**src/rtl/clk_div_gen.sv**
```systemverilog
// Multi-channel clock divider with aligned one-cycle enables and a lock indicator.
// Optional macro CLK_DIV_GEN_LOCK_GATE_EN holds all channel outputs at 0 until locked.

module clk_div_gen_ch #(
    parameter int CNT_W       = 8,
    parameter int DEFAULT_DIV = 2
) (
    input  logic             clk,
    input  logic             rst,
    input  logic [CNT_W-1:0] div_i,
    input  logic             load_i,
    input  logic             en_i,
    input  logic             gate_i,
    output logic             clk_o,
    output logic             clk_n_o,
    output logic             ce_o
);

    logic [CNT_W-1:0] div_q, div_d;
    logic [CNT_W-1:0] cnt_q, cnt_d;
    logic             clk_q, clk_d;
    logic             clk_n_q, clk_n_d;
    logic             ce_q, ce_d;
    logic [CNT_W-1:0] d_eff;
    logic [CNT_W-1:0] half;

    // Ratios 0 and 1 cannot produce a clock, so they run as divide-by-2.
    assign d_eff = (div_q < CNT_W'(2)) ? CNT_W'(2) : div_q;
    assign half  = d_eff >> 1;

    always_comb begin
        div_d   = div_q;
        cnt_d   = cnt_q;
        clk_d   = 1'b0;
        clk_n_d = 1'b0;
        ce_d    = 1'b0;

        if (en_i && gate_i) begin
            clk_d   = (cnt_q < half);
            clk_n_d = !(cnt_q < half);
            ce_d    = (cnt_q == '0);
        end

        if (load_i) begin
            div_d = div_i;
            cnt_d = '0;
        end else if (!en_i) begin
            cnt_d = '0;
        end else if (cnt_q >= d_eff - CNT_W'(1)) begin
            cnt_d = '0;
        end else begin
            cnt_d = cnt_q + CNT_W'(1);
        end
    end

    always_ff @(posedge clk or posedge rst) begin
        if (rst) begin
            div_q   <= CNT_W'(DEFAULT_DIV);
            cnt_q   <= '0;
            clk_q   <= 1'b0;
            clk_n_q <= 1'b0;
            ce_q    <= 1'b0;
        end else begin
            div_q   <= div_d;
            cnt_q   <= cnt_d;
            clk_q   <= clk_d;
            clk_n_q <= clk_n_d;
            ce_q    <= ce_d;
        end
    end

    assign clk_o   = clk_q;
    assign clk_n_o = clk_n_q;
    assign ce_o    = ce_q;

endmodule

module clk_div_gen #(
    parameter int NUM_CH      = 4,
    parameter int CNT_W       = 8,
    parameter int DEFAULT_DIV = 2,
    parameter int LOCK_CYCLES = 16
) (
    input  logic                    clk,
    input  logic                    rst,
    input  logic [NUM_CH*CNT_W-1:0] div_ratio,
    input  logic                    load,
    input  logic [NUM_CH-1:0]       ch_en,
    output logic [NUM_CH-1:0]       clk_out,
    output logic [NUM_CH-1:0]       clk_out_n,
    output logic [NUM_CH-1:0]       ce_out,
    output logic                    locked
);

    localparam int LK_W = (LOCK_CYCLES > 1) ? $clog2(LOCK_CYCLES) : 1;
    localparam logic [LK_W-1:0] LK_LAST = LK_W'(LOCK_CYCLES - 1);

    typedef enum logic {
        LOCKING,
        LOCKED
    } lk_state_t;

    lk_state_t                        state_q, state_d;
    logic [LK_W-1:0]                  lk_cnt_q, lk_cnt_d;
    logic                             locked_q, locked_d;
    logic                             out_en;
    logic [NUM_CH-1:0][CNT_W-1:0]     ratio;

    assign ratio = div_ratio;

`ifdef CLK_DIV_GEN_LOCK_GATE_EN
    assign out_en = locked_q;
`else
    assign out_en = 1'b1;
`endif

    always_comb begin
        state_d  = state_q;
        lk_cnt_d = lk_cnt_q;
        locked_d = locked_q;
        case (state_q)
            LOCKING: begin
                locked_d = 1'b0;
                if (load) begin
                    lk_cnt_d = '0;
                end else if (lk_cnt_q == LK_LAST) begin
                    state_d  = LOCKED;
                    lk_cnt_d = '0;
                    locked_d = 1'b1;
                end else begin
                    lk_cnt_d = lk_cnt_q + LK_W'(1);
                end
            end
            LOCKED: begin
                locked_d = 1'b1;
                if (load) begin
                    state_d  = LOCKING;
                    lk_cnt_d = '0;
                    locked_d = 1'b0;
                end
            end
            default: begin
                state_d  = LOCKING;
                lk_cnt_d = '0;
                locked_d = 1'b0;
            end
        endcase
    end

    always_ff @(posedge clk or posedge rst) begin
        if (rst) begin
            state_q  <= LOCKING;
            lk_cnt_q <= '0;
            locked_q <= 1'b0;
        end else begin
            state_q  <= state_d;
            lk_cnt_q <= lk_cnt_d;
            locked_q <= locked_d;
        end
    end

    assign locked = locked_q;

    for (genvar g = 0; g < NUM_CH; g++) begin : g_ch
        clk_div_gen_ch #(
            .CNT_W      (CNT_W),
            .DEFAULT_DIV(DEFAULT_DIV)
        ) u_ch (
            .clk    (clk),
            .rst    (rst),
            .div_i  (ratio[g]),
            .load_i (load),
            .en_i   (ch_en[g]),
            .gate_i (out_en),
            .clk_o  (clk_out[g]),
            .clk_n_o(clk_out_n[g]),
            .ce_o   (ce_out[g])
        );
    end

endmodule

```
**config.mk**
```make
export PLATFORM = sky130hd
export DESIGN_NAME = clk_div_gen
export DESIGN_NICKNAME = d
export VERILOG_FILES = /design/src/rtl/clk_div_gen.sv
export SDC_FILE = /design/constraint.sdc
export NUM_CORES = 1
export LEC_CHECK = 0
export CAP_MARGIN = 20
export CORE_ASPECT_RATIO = 1.5
export CORE_MARGIN = 3
export CORE_UTILIZATION = 35
export DETAILED_ROUTE_END_ITERATION = 12
export PLACE_DENSITY_LB_ADDON = 0.08
export SYNTH_ARGS = -nofsm -noshare
export SYNTH_HDL_FRONTEND = slang
export SYNTH_SLANG_ARGS = --single-unit
```
**constraint.sdc**
```tcl
create_clock -name clk -period 6.95 [get_ports clk]
set_clock_uncertainty 0.05 [all_clocks]
set_input_delay 1.0425 -clock clk [delete_from_list [all_inputs] [get_ports clk]]
set_output_delay 1.0425 -clock clk [all_outputs]
set_load 0.03 [all_outputs]
```
==> summary.md <==
| Metric | Value |
|---|---|
| Pre-CTS WS | 3.531 ns |
| Cell area power density | 211.7 nW/µm² |
| Minimum hold slack | 0.4715 ns |
| Initial antenna violation count | 0 |
| Number of port buffers | 51 |
| Slew HR | 36.74% |
| Finished Cell Area | 6259 µm² |
| Slowest cell on crit path | o31ai_1 |
| Combinational power share | 16.0% |
| Critical path endpoint category | flip-flop |
| GRT Total Usage | 14.97% |
| Drt first pass iters | 4 |
| Setup crit start kind | flip-flop |
| CTS sink count | 81 |
| Static leakage | 2.902 nW |
| Worst vdd ir | 0.1249 mV |
| Gr ovfl total | 0 |
| Fillers | 1451 |
| Pin count of the biggest net entering global routing | 82 |
| Core Region | 14590 µm² |
| Clock Power Share | 44.3% |
| Initial core utilization | 35.83% |
| Clk Latency, worst-skew pair | 0.34 ns |
| Crit path buf inv count | 1 |
| Switching pwr | 0.3380 mW |
| Maxcap violations | 0 |
| CTS tree | yes |
| Setup TNS | 0 ns |
| Slew at the pin with the worst max-slew slack | 0.9409 ns |
| Mean routed wirelength per cell | 14.88 µm |
| # nets final | 695 |
| Fin. max-slew vios | 0 |
| CP max stage delay | 0.81 ns |
| Io pins | 52 |
| Final setup vio count | 0 |
| Status | completed |
| CTS Buf Count | 9 |
| FP Rows | 54 |
| PostCTS Resize Cnt | 0 |
| Syn Nets | 649 |
| Crit Path Class | reg -> reg |
| Synth cell types | 55 |
| Flip-flop and latch count after synthesis | 81 |
| Layout cell share with drive strength beyond 1 | 6.757% |
| Die width | 105.8 µm |
| Synthesis Warnings | 0 |
| Fin crit period | 3.445 ns |
| Total power | 1.325 mW |
| Post-CTS setup buffer count | 0 |
| Cells along the critical path | or4_4 > o41ai_1 > ha_1 > inv_1 > nor2_1 > xnor2_1 > ha_1 > nand4_1 > o31ai_1 > nor2_1 |
| Die area | 16470 µm² |
| Hold buffer count at cts | 0 |
| Register area share after synthesis | 38.86% |
| DRT antenna net count | 0 |
| WP data required | 7.08 ns |
| R2r setup slk | 3.50 ns |
| Number of H-tree levels | 3 |
| Number of vias per cell | 5.009 |
| Vias | 3947 |
| Crit share post-route | 49.57% |
| RSZ-0062 raised after global routing | no |
| Setup ws final | 3.505 ns |
| Vias in the first global route | 4030 |
| CP delay by family, top | compound AO/OA/AOI/OAI gates |
| # diodes | 0 |
| Multi-input gate area | 2899 µm² |
| Area after DPL | 5878 µm² |
| Die Y | 155.7 µm |
| Area growth from synthesis to layout | 19.69% |
| Clock Tree Buf Depth | 2 |
| Worst min-delay path category | reg -> reg |
| DRC violations left | 0 |
| Register area | 2032 µm² |
| Internal power | 0.9872 mW |
| Total Wirelength | 11730 µm |
| Syn Inst Count | 541 |
| First-pass GRT wire length | 19890 µm |
| Worst-path clk slew | 0.07 ns |
| CP arrival | 3.57 ns |
| CP Max Fanout | 8 |
| Switching Share | 25.50% |
| Synth Cell Area | 5229 µm² |
| Avg Inst Size Synth | 9.665 µm² |
| DRT iter0 DRCs | 127 |
| Post-synth EDFFs | 0 |
| Dpl hpwl | 8678 µm |
| Hold Vio Cnt, Final | 0 |
| Flop pwr share | 39.7% |
| RD Place Congestion | 0.7930 |
| Main synth FF type | dfrtp_1 |
| Root buffer cell | clkbuf_16 |
| Highest Clock Rate | 290.2 MHz |
| Fraction of registers with async set/reset | 100.0% |
-- flip-flops by register name, indices dropped and copies added (netlist names) --
name               flops
g_ch.u_ch.ce_o         4
g_ch.u_ch.clk_n_o      4
g_ch.u_ch.clk_o        4
g_ch.u_ch.cnt_q       32
g_ch.u_ch.div_q       32
lk_cnt_q               4
locked                 1
-- cell usage after synthesis, drive strengths merged (4+ instances only) --
cell / number / share of area (%)
dfrtp: 77 / 37
ha: 69 / 17
nor2: 54 / 3.9
inv: 48 / 3.4
nand2: 40 / 2.9
o21ai: 33 / 3.2
xnor2: 26 / 4.4
nand3: 22 / 2.1
buf: 17 / 2.1
xor2: 16 / 2.7
a21oi: 14 / 1.3
and3: 9 / 1.1
nor3: 9 / 1.1
mux2: 7 / 1.5
nor4: 7 / 1.2
a21o: 5 / 0.72
nand2b: 5 / 0.60
nor2b: 5 / 0.60
nor3b: 5 / 0.72
a2111oi: 4 / 1.0
a211o: 4 / 0.67
a211oi: 4 / 0.57
and2: 4 / 0.48
and4b: 4 / 0.77
dfstp: 4 / 2.0
nand4: 4 / 0.48
o211ai: 4 / 0.67
o21a: 4 / 0.57
o31ai: 4 / 0.57
or4: 4 / 0.65
-- worst paths after layout --
path                                         end  depth (start not counted)                   from
max                        g_ch[2].u_ch.cnt_q[4]                         10  g_ch[2].u_ch.div_q[4]
min                        g_ch[0].u_ch.div_q[1]                          2  g_ch[0].u_ch.div_q[1]
max reg2reg                g_ch[2].u_ch.cnt_q[4]                         10  g_ch[2].u_ch.div_q[4]
min reg2reg                g_ch[0].u_ch.div_q[1]                          2  g_ch[0].u_ch.div_q[1]
max in group asynchronous  g_ch[0].u_ch.div_q[1]                          4                    rst
min in group asynchronous  g_ch[2].u_ch.div_q[7]                          3                    rst
-- worst register-to-register path: stages, from the launching register on --
cell and delay (ns):
dfrtp_1 0.40, or4_4 0.58, o41ai_1 0.37, ha_1 0.29
inv_1 0.05, nor2_1 0.12, xnor2_1 0.08, ha_1 0.32
nand4_1 0.09, o31ai_1 0.81, nor2_1 0.13
-- layout by cell type (no fill, tap or decap), types with 9 or more instances in the layout --
cell and count:
clkbuf_16 9, clkdlybuf4s50_1 50, and3_1 9, a21oi_1 14, xnor2_1 26, nand2_1 40, xor2_1 16, o21ai_0 33
ha_1 69, nand3_1 22, inv_1 47, nor2_1 54, dfrtp_1 77
-- layout make-up --
| cell class | count | share of cell area (%) |
|---|---|---|
| timing repair buffer | 54 | 8.637 |
| sequential | 81 | 32.47 |
| inverter | 48 | 2.899 |
| clock buffer | 11 | 3.719 |
| tap | 196 | 3.918 |
| multi-input combinational | 393 | 46.32 |
| clock inverter | 5 | 2.039 |
-- cell families (layout without fill, tap and decap cells) --
| kind of cell | Yosys count | count (layout) | share of synthesized area [%] |
|---|---|---|---|
| compound gates | 93 | 93 | 12.30 |
| flops | 81 | 81 | 38.86 |
| xor+xnor | 42 | 42 | 7.035 |
| simple gates | 180 | 180 | 17.71 |
| buf+inv | 67 | 118 | 5.695 |
| fa+ha+maj | 69 | 69 | 16.51 |
| mux | 9 | 9 | 1.891 |
-- power groups by stage --
stage          clock network (mW)  logic, mW  registers (mW)
6_report                    0.586      0.212           0.527
2_1_floorplan                   0      0.152           0.527
3_3_place_gp                    0      0.211           0.535
3_5_place_dp                    0      0.214           0.535
4_1_cts                     0.603      0.216           0.527
5_1_grt                     0.622      0.244           0.531
-- per-layer routing --
layer | vias up | GRT usage [%] | wire length, µm
li1 | 1984 | - | -
met5 | - | 0 | 0
met3 | 9 | 2.112 | 240
met1 | 1911 | 17.74 | 5143
met4 | 0 | 4.691 | 165
met2 | 43 | 27.80 | 6178
-- through the flow --
| stage | utilization, % | instances |
|---|---|---|
| after floorplan | - | 541 |
| after global placement | 40.28 | 771 |
| after detailed placement | 40.28 | 771 |
| after CTS | 42.75 | 787 |
| after global routing | 42.88 | 788 |
| final | 42.88 | 788 |
Power figures use the tool's default switching activity.
